==> config.mk <==
export PLATFORM = sky130hd
export DESIGN_NAME = stonyman_capture_ctrl
export DESIGN_NICKNAME = d
export VERILOG_FILES = /design/src/rtl/stonyman_pkg.sv /design/src/rtl/stonyman_pulse_gen.sv /design/src/rtl/stonyman_capture_ctrl.sv
export SDC_FILE = /design/constraint.sdc
export NUM_CORES = 1
export LEC_CHECK = 0
export CAP_MARGIN = 20
export CELL_PAD_IN_SITES_DETAIL_PLACEMENT = 1
export CELL_PAD_IN_SITES_GLOBAL_PLACEMENT = 2
export CORE_ASPECT_RATIO = 1.2
export CORE_MARGIN = 2
export CORE_UTILIZATION = 30
export DETAILED_ROUTE_END_ITERATION = 6
export PLACE_DENSITY_LB_ADDON = 0.1
export SYNTH_ARGS = -nofsm -noshare
export SYNTH_HDL_FRONTEND = slang
export SYNTH_SLANG_ARGS = --single-unit
==> constraint.sdc <==
create_clock -name PCLK -period 3 [get_ports PCLK]
set_input_delay 0.6 -clock PCLK [delete_from_list [all_inputs] [get_ports PCLK]]
set_output_delay 0.6 -clock PCLK [all_outputs]
set_load 0.02 [all_outputs]
==> src/rtl/stonyman_pkg.sv <==
// rtl/stonyman_pkg.sv - shared types, defaults and pulse-sequence tables for the Stonyman capture sequencer
package stonyman_pkg;

    localparam int DEF_ROWS          = 112;
    localparam int DEF_COLS          = 112;
    localparam int DEF_PULSE_CYCLES  = 2;
    localparam int DEF_SETTLE_CYCLES = 16;

    typedef enum logic [2:0] {
        ST_IDLE,
        ST_FRAME_INIT,
        ST_ROW_INIT,
        ST_SETTLE,
        ST_CONVERT,
        ST_WRITE,
        ST_COL_NEXT,
        ST_ROW_END
    } state_t;

    typedef enum logic [2:0] {
        PL_NONE,
        PL_RESP,
        PL_INCP,
        PL_RESV,
        PL_INCV
    } pulse_sel_t;

    // FRAME_INIT = SELROW+RESV, ROW_INIT = SELCOL+RESV, ROW_END = SELROW+INCV, COL_NEXT = INCV
    function automatic pulse_sel_t seq_sel(input state_t st, input logic [1:0] step);
        pulse_sel_t sel;
        sel = PL_NONE;
        case (st)
            ST_FRAME_INIT, ST_ROW_END: begin
                case (step)
                    2'd0:       sel = PL_RESP;
                    2'd1, 2'd2: sel = PL_INCP;
                    default: begin
                        if (st == ST_FRAME_INIT) sel = PL_RESV;
                        else                     sel = PL_INCV;
                    end
                endcase
            end
            ST_ROW_INIT: begin
                case (step)
                    2'd0:    sel = PL_RESP;
                    2'd1:    sel = PL_INCP;
                    default: sel = PL_RESV;
                endcase
            end
            ST_COL_NEXT: sel = PL_INCV;
            default:     sel = PL_NONE;
        endcase
        return sel;
    endfunction

    function automatic logic [1:0] seq_last(input state_t st);
        logic [1:0] last;
        case (st)
            ST_FRAME_INIT, ST_ROW_END: last = 2'd3;
            ST_ROW_INIT:               last = 2'd2;
            default:                   last = 2'd0;
        endcase
        return last;
    endfunction

endpackage

==> src/rtl/stonyman_pulse_gen.sv <==
// rtl/stonyman_pulse_gen.sv - drives one sensor control line high then all low, PULSE_CYCLES each
module stonyman_pulse_gen
    import stonyman_pkg::*;
#(
    parameter int PULSE_CYCLES = DEF_PULSE_CYCLES
) (
    input  logic       PCLK,
    input  logic       PRESERN,
    input  logic       i_req,
    input  pulse_sel_t i_sel,
    output logic       o_resp,
    output logic       o_incp,
    output logic       o_resv,
    output logic       o_incv,
    output logic       o_done
);

    localparam int CNT_W = $clog2(2 * PULSE_CYCLES);

    logic [CNT_W-1:0] r_cnt;
    logic             w_high;
    logic             w_last;

    // Holding i_req across done chains the next pulse with no idle cycle
    assign w_high = i_req && (r_cnt < CNT_W'(PULSE_CYCLES));
    assign w_last = (r_cnt == CNT_W'(2 * PULSE_CYCLES - 1));

    always_ff @(posedge PCLK or negedge PRESERN) begin
        if (!PRESERN) begin
            r_cnt <= '0;
        end else if (!i_req || w_last) begin
            r_cnt <= '0;
        end else begin
            r_cnt <= r_cnt + CNT_W'(1);
        end
    end

    assign o_resp = w_high && (i_sel == PL_RESP);
    assign o_incp = w_high && (i_sel == PL_INCP);
    assign o_resv = w_high && (i_sel == PL_RESV);
    assign o_incv = w_high && (i_sel == PL_INCV);
    assign o_done = i_req && w_last;

endmodule

==> src/rtl/stonyman_capture_ctrl.sv <==
// rtl/stonyman_capture_ctrl.sv - frame capture sequencer: sensor walk, ADC handshake, pixel FIFO writes
module stonyman_capture_ctrl
    import stonyman_pkg::*;
#(
    parameter int ROWS          = DEF_ROWS,
    parameter int COLS          = DEF_COLS,
    parameter int PULSE_CYCLES  = DEF_PULSE_CYCLES,
    parameter int SETTLE_CYCLES = DEF_SETTLE_CYCLES
) (
    input  logic       PCLK,
    input  logic       PRESERN,
    input  logic       START_CAPTURE,
    output logic       BUSY,
    output logic       RESP,
    output logic       INCP,
    output logic       RESV,
    output logic       INCV,
    output logic       ADC_START,
    input  logic       ADC_DONE,
    input  logic [7:0] ADC_DATA,
    output logic       FIFO_WE,
    output logic [7:0] FIFO_DATA,
    input  logic       FULL
);

    state_t      r_state;
    state_t      w_next;
    logic [1:0]  r_step;
    logic [7:0]  r_row;
    logic [7:0]  r_col;
    logic [15:0] r_wait;
    logic        r_adc_issued;
    logic [7:0]  r_pixel;

    logic        w_pulse_req;
    pulse_sel_t  w_pulse_sel;
    logic        w_pulse_done;
    logic        w_seq_end;
    logic        w_last_row;
    logic        w_last_col;
    logic        w_settled;
    logic        w_write;

    assign w_last_row = (r_row == 8'(ROWS - 1));
    assign w_last_col = (r_col == 8'(COLS - 1));
    assign w_seq_end  = w_pulse_done && (r_step == seq_last(r_state));
    assign w_settled  = (r_wait == 16'(SETTLE_CYCLES - 1));
    assign w_write    = (r_state == ST_WRITE) && !FULL;

    stonyman_pulse_gen #(
        .PULSE_CYCLES(PULSE_CYCLES)
    ) u_pulse_gen (
        .PCLK   (PCLK),
        .PRESERN(PRESERN),
        .i_req  (w_pulse_req),
        .i_sel  (w_pulse_sel),
        .o_resp (RESP),
        .o_incp (INCP),
        .o_resv (RESV),
        .o_incv (INCV),
        .o_done (w_pulse_done)
    );

    always_ff @(posedge PCLK or negedge PRESERN) begin
        if (!PRESERN) begin
            r_state <= ST_IDLE;
        end else begin
            r_state <= w_next;
        end
    end

    always_comb begin
        w_next      = r_state;
        w_pulse_req = 1'b0;
        w_pulse_sel = PL_NONE;
        case (r_state)
            ST_IDLE: begin
                if (!START_CAPTURE) w_next = ST_FRAME_INIT;
            end
            ST_FRAME_INIT: begin
                w_pulse_req = 1'b1;
                w_pulse_sel = seq_sel(r_state, r_step);
                if (w_seq_end) w_next = ST_ROW_INIT;
            end
            ST_ROW_INIT: begin
                w_pulse_req = 1'b1;
                w_pulse_sel = seq_sel(r_state, r_step);
                if (w_seq_end) w_next = ST_SETTLE;
            end
            ST_SETTLE: begin
                if (w_settled) w_next = ST_CONVERT;
            end
            ST_CONVERT: begin
                if (ADC_DONE) w_next = ST_WRITE;
            end
            ST_WRITE: begin
                if (!FULL) w_next = w_last_col ? ST_ROW_END : ST_COL_NEXT;
            end
            ST_COL_NEXT: begin
                w_pulse_req = 1'b1;
                w_pulse_sel = seq_sel(r_state, r_step);
                if (w_seq_end) w_next = ST_SETTLE;
            end
            ST_ROW_END: begin
                if (w_last_row) begin
                    w_next = ST_IDLE;
                end else begin
                    w_pulse_req = 1'b1;
                    w_pulse_sel = seq_sel(r_state, r_step);
                    if (w_seq_end) w_next = ST_ROW_INIT;
                end
            end
            default: w_next = ST_IDLE;
        endcase
    end

    always_ff @(posedge PCLK or negedge PRESERN) begin
        if (!PRESERN) begin
            r_step       <= 2'd0;
            r_row        <= 8'd0;
            r_col        <= 8'd0;
            r_wait       <= 16'd0;
            r_adc_issued <= 1'b0;
            r_pixel      <= 8'd0;
        end else begin
            if (w_seq_end)         r_step <= 2'd0;
            else if (w_pulse_done) r_step <= r_step + 2'd1;

            if (w_seq_end && (r_state == ST_FRAME_INIT)) r_row <= 8'd0;
            else if (w_seq_end && (r_state == ST_ROW_END)) r_row <= r_row + 8'd1;

            if (w_seq_end && (r_state == ST_ROW_INIT)) r_col <= 8'd0;
            else if (w_seq_end && (r_state == ST_COL_NEXT)) r_col <= r_col + 8'd1;

            r_wait <= (r_state == ST_SETTLE) ? r_wait + 16'd1 : 16'd0;

            // ADC_START only on the first CONVERT cycle, however long the ADC takes
            r_adc_issued <= (r_state == ST_CONVERT) && (w_next == ST_CONVERT);

            if ((r_state == ST_CONVERT) && ADC_DONE) r_pixel <= ADC_DATA;
        end
    end

    assign BUSY      = (r_state != ST_IDLE);
    assign ADC_START = (r_state == ST_CONVERT) && !r_adc_issued;
    assign FIFO_WE   = !w_write;
    assign FIFO_DATA = r_pixel;

endmodule

==> impl_metrics.ini <==
[sta]
tightest_slew_ns = 0.653
hold_violations = 0
fin_skew_ns = 0.00598
min_period_ns = 2.84
fmax_ghz = 0.352
rsz0062_at_grt = false
drv_slew = 0
fin_tns_setup_ns = 0
finalCritPeriodShare_pct = 94.8
slew_headroom_pct = 56.5
setup_violations = 0

[synth]
synth_top_family_by_area = simple AND/OR/NAND/NOR gates
async_flop_share_pct = 100
syn_area_um2 = 2750
ys_warn_count = 0
synthAdderAreaFrac_pct = 3.64
synth-xor-area-share_pct = 3.82
synth-compound-area-share_pct = 15.2
muxShareOfSynthArea_pct = 5.50
synth_simple_gate_area_share_pct = 24.8
yosysSeqAreaShare_pct = 43.7
yosysUniqueCellTypes = 57
synth_edf_count = 0
syn_avg_cell_area_um2 = 9.76
synth-seq-cells = 48
ys.flop_type = dfrtp_1
synth_nets = 303
synth_cells = 282

[routing]
drt_iter0_drc = 76
ant_nets = 0
dr.pass1.iters = 4
vias_per_cell = 5.07
num_vias = 2263
wirelength_um = 7200
wl_per_cell_um = 16.1
route.detailed.drc = 0

[grt]
grtUsageMet2_pct = 28.4
grt_util_met1_pct = 18.3
antenna_found_initial = 0
grt_overflow = 0
grt_start_max_net_pins = 49
grt_util_met3_pct = 2.28
grt_pass1_vias = 2414
track_usage_pct = 15.2
grt_first_pass_wirelength_um = 12000
grt-busiest-layer = met2

[clocking]
cts_hold_buf = 0
cts_root_buf = clkbuf_8
cts_tree = built
h-tree-depth = 2
clk-insertion-delay-late_ns = 0.30
cts_sinks = 48
path_clk_slew_ns = 0.10
post-cts-setup-buffer-count = 0
numCtsBuffers = 5
cts_buffer_depth = 2

[place]
hpwl_um = 5260
placed_cells = 438
io_buffers = 27
place.gp.congestion = 0.748

[floorplanning]
row_count = 38
ios = 28
die_y_um = 109
core_area_um2 = 8990
initial_core_util_pct = 30.6
die_area_um2 = 9960
die_w_um = 91.4

[layout]
fin_nets = 346
layout.cells.non_filler = 446
drive_gt1_share_pct = 18.4
diodes = 0
syn2layout_area_growth_pct = 22.7

[setup_path]
crit_type = register to primary output
worst_ep_required_time_ns = 2.40
start_kind = register
critPathArrivalTime_ns = 2.24
endpoint_kind = primary output
crit_path_max_fanout = 4

[hold_path]
hold_path_class = input port to async pin

[power]
power_density_nw_per_um2 = 749
vdd.ir_drop.worst_uv = 268
p_leak_nw = 1.39

[outcome]
status = finished clean

[flow_run]
max_cap_viol_count = 0
[per-stage QoR]
step	util, %	setup WS, ns	hold WS [ns]	instance area, um2	power, mW
2_1_floorplan	-	0.356	0.304	2750	1.62
3_3_place_gp	36.3	-0.0106	0.433	3260	2.10
3_5_place_dp	36.3	-0.0567	0.441	3260	2.13
4_1_cts	37.3	-0.105	0.429	3350	2.56
5_1_grt	37.6	0.0211	0.453	3380	2.70
6_report	37.6	0.156	0.396	3380	2.53
[Yosys cell counts, drive strengths merged (2+ instances only)]
| cell type | count | area [um2] |
|---|---|---|
| and3 | 4 | 25.0 |
| a31oi | 4 | 25.0 |
| dfrtp | 48 | 1200 |
| nand2 | 23 | 86.3 |
| ha | 8 | 100 |
| o21ai | 13 | 65.1 |
| xor2 | 8 | 70.1 |
| xnor2 | 4 | 35.0 |
| mux2i | 2 | 20.0 |
| clkbuf | 6 | 22.5 |
| nand2b | 8 | 50.1 |
| o31ai | 9 | 72.6 |
| buf | 7 | 47.6 |
| o22ai | 2 | 12.5 |
| a21oi | 9 | 45.0 |
| nor3b | 2 | 15.0 |
| or3 | 8 | 60.1 |
| o41ai | 3 | 41.3 |
| nor3 | 8 | 40.0 |
| inv | 6 | 22.5 |
| nand3 | 17 | 90.1 |
| mux2 | 11 | 131 |
| nor4 | 5 | 31.3 |
| nor2b | 3 | 18.8 |
| a22o | 2 | 17.5 |
| and2 | 3 | 18.8 |
| nand4 | 6 | 37.5 |
| nor2 | 32 | 128 |
| a211o | 2 | 17.5 |
[path summary, 6_finish.rpt]
check,startpoint,to,slack [ns],depth (start not counted)
worst max-delay path,r_row[0],RESV,0.16,8
worst min-delay path,PRESERN,FIFO_DATA[7],0.40,2
worst max register to register,r_state[2],r_row[0],0.63,6
worst min register to register,u_pulse_gen.r_cnt[0],u_pulse_gen.r_cnt[0],0.45,1
max in group asynchronous,PRESERN,r_col[1],2.17,2
min in group PCLK,u_pulse_gen.r_cnt[0],u_pulse_gen.r_cnt[0],0.45,1
[critical path, stage by stage, from the launching register on]
cell	delay (ns)
dfrtp_1	0.41
ha_4	0.17
nand4b_2	0.10
or3_1	0.34
and2_1	0.19
buf_4	0.15
a31oi_2	0.20
nor3_1	0.06
dlygate4sd2_1	0.32
[cells in the final DEF (no fill, tap or decap), types with 4 or more instances in the layout]
| cell | synthesis | layout |
|---|---|---|
| nand4_1 | 6 | 6 |
| inv_1 | 6 | 6 |
| or3_1 | 6 | 6 |
| ha_1 | 8 | 7 |
| nand2b_1 | 8 | 8 |
| mux2_2 | 9 | 9 |
| clkdlybuf4s50_1 | 0 | 22 |
| and3_1 | 4 | 4 |
| clkbuf_8 | 0 | 6 |
| nand3_1 | 16 | 16 |
| nor2_1 | 31 | 31 |
| xnor2_1 | 4 | 4 |
| o21ai_0 | 13 | 13 |
| buf_4 | 1 | 23 |
| nand2_1 | 23 | 23 |
| nor4_1 | 5 | 5 |
| o31ai_1 | 8 | 8 |
| dfrtp_1 | 48 | 48 |
| xor2_1 | 8 | 8 |
| a21oi_1 | 9 | 9 |
| nor3_1 | 8 | 8 |
[state kept, by name (all words and copies together) (netlist names)]
register           flops
r_row                  8
u_pulse_gen.r_cnt      2
r_state                3
FIFO_DATA              8
r_step                 2
r_wait                16
r_col                  8
r_adc_issued           1
[cells by family after synthesis]
group | after synthesis
compound gates | 56
flops | 48
simple gates | 126
buf+inv | 19
mux | 13
xor+xnor | 12
fa+ha+maj | 8
[metal layers]
layer  vias to the layer above  share of wire (%)
li1                       1113                  -
met1                      1131                 46
met2                        14                 51
met3                         5                1.6
met4                         0               0.96
met5                         -                  0
[area by class of cell]
class,instances,area [um2]
Fill cell,1052,5610
Sequential cell,48,1200
Multi-Input combinational cell,215,1480
Clock buffer,6,82.6
Timing Repair Buffer,49,423
Inverter,6,22.5
Tap cell,120,150
Clock inverter,2,15.0
[where the power goes]
group | internal (mW) | switching [mW]
clock network | 0.187 | 0.241
registers | 0.753 | 0.0867
logic | 0.548 | 0.713
total | 1.49 | 1.04
[what timing repair did]
action	4_1_cts	5_1_grt
hold endpoints to repair	0	0
setup endpoints to repair	4	4
gates resized for setup	12	8
pin swaps	0	1
No activity file was read; power rests on OpenSTA's default activity.
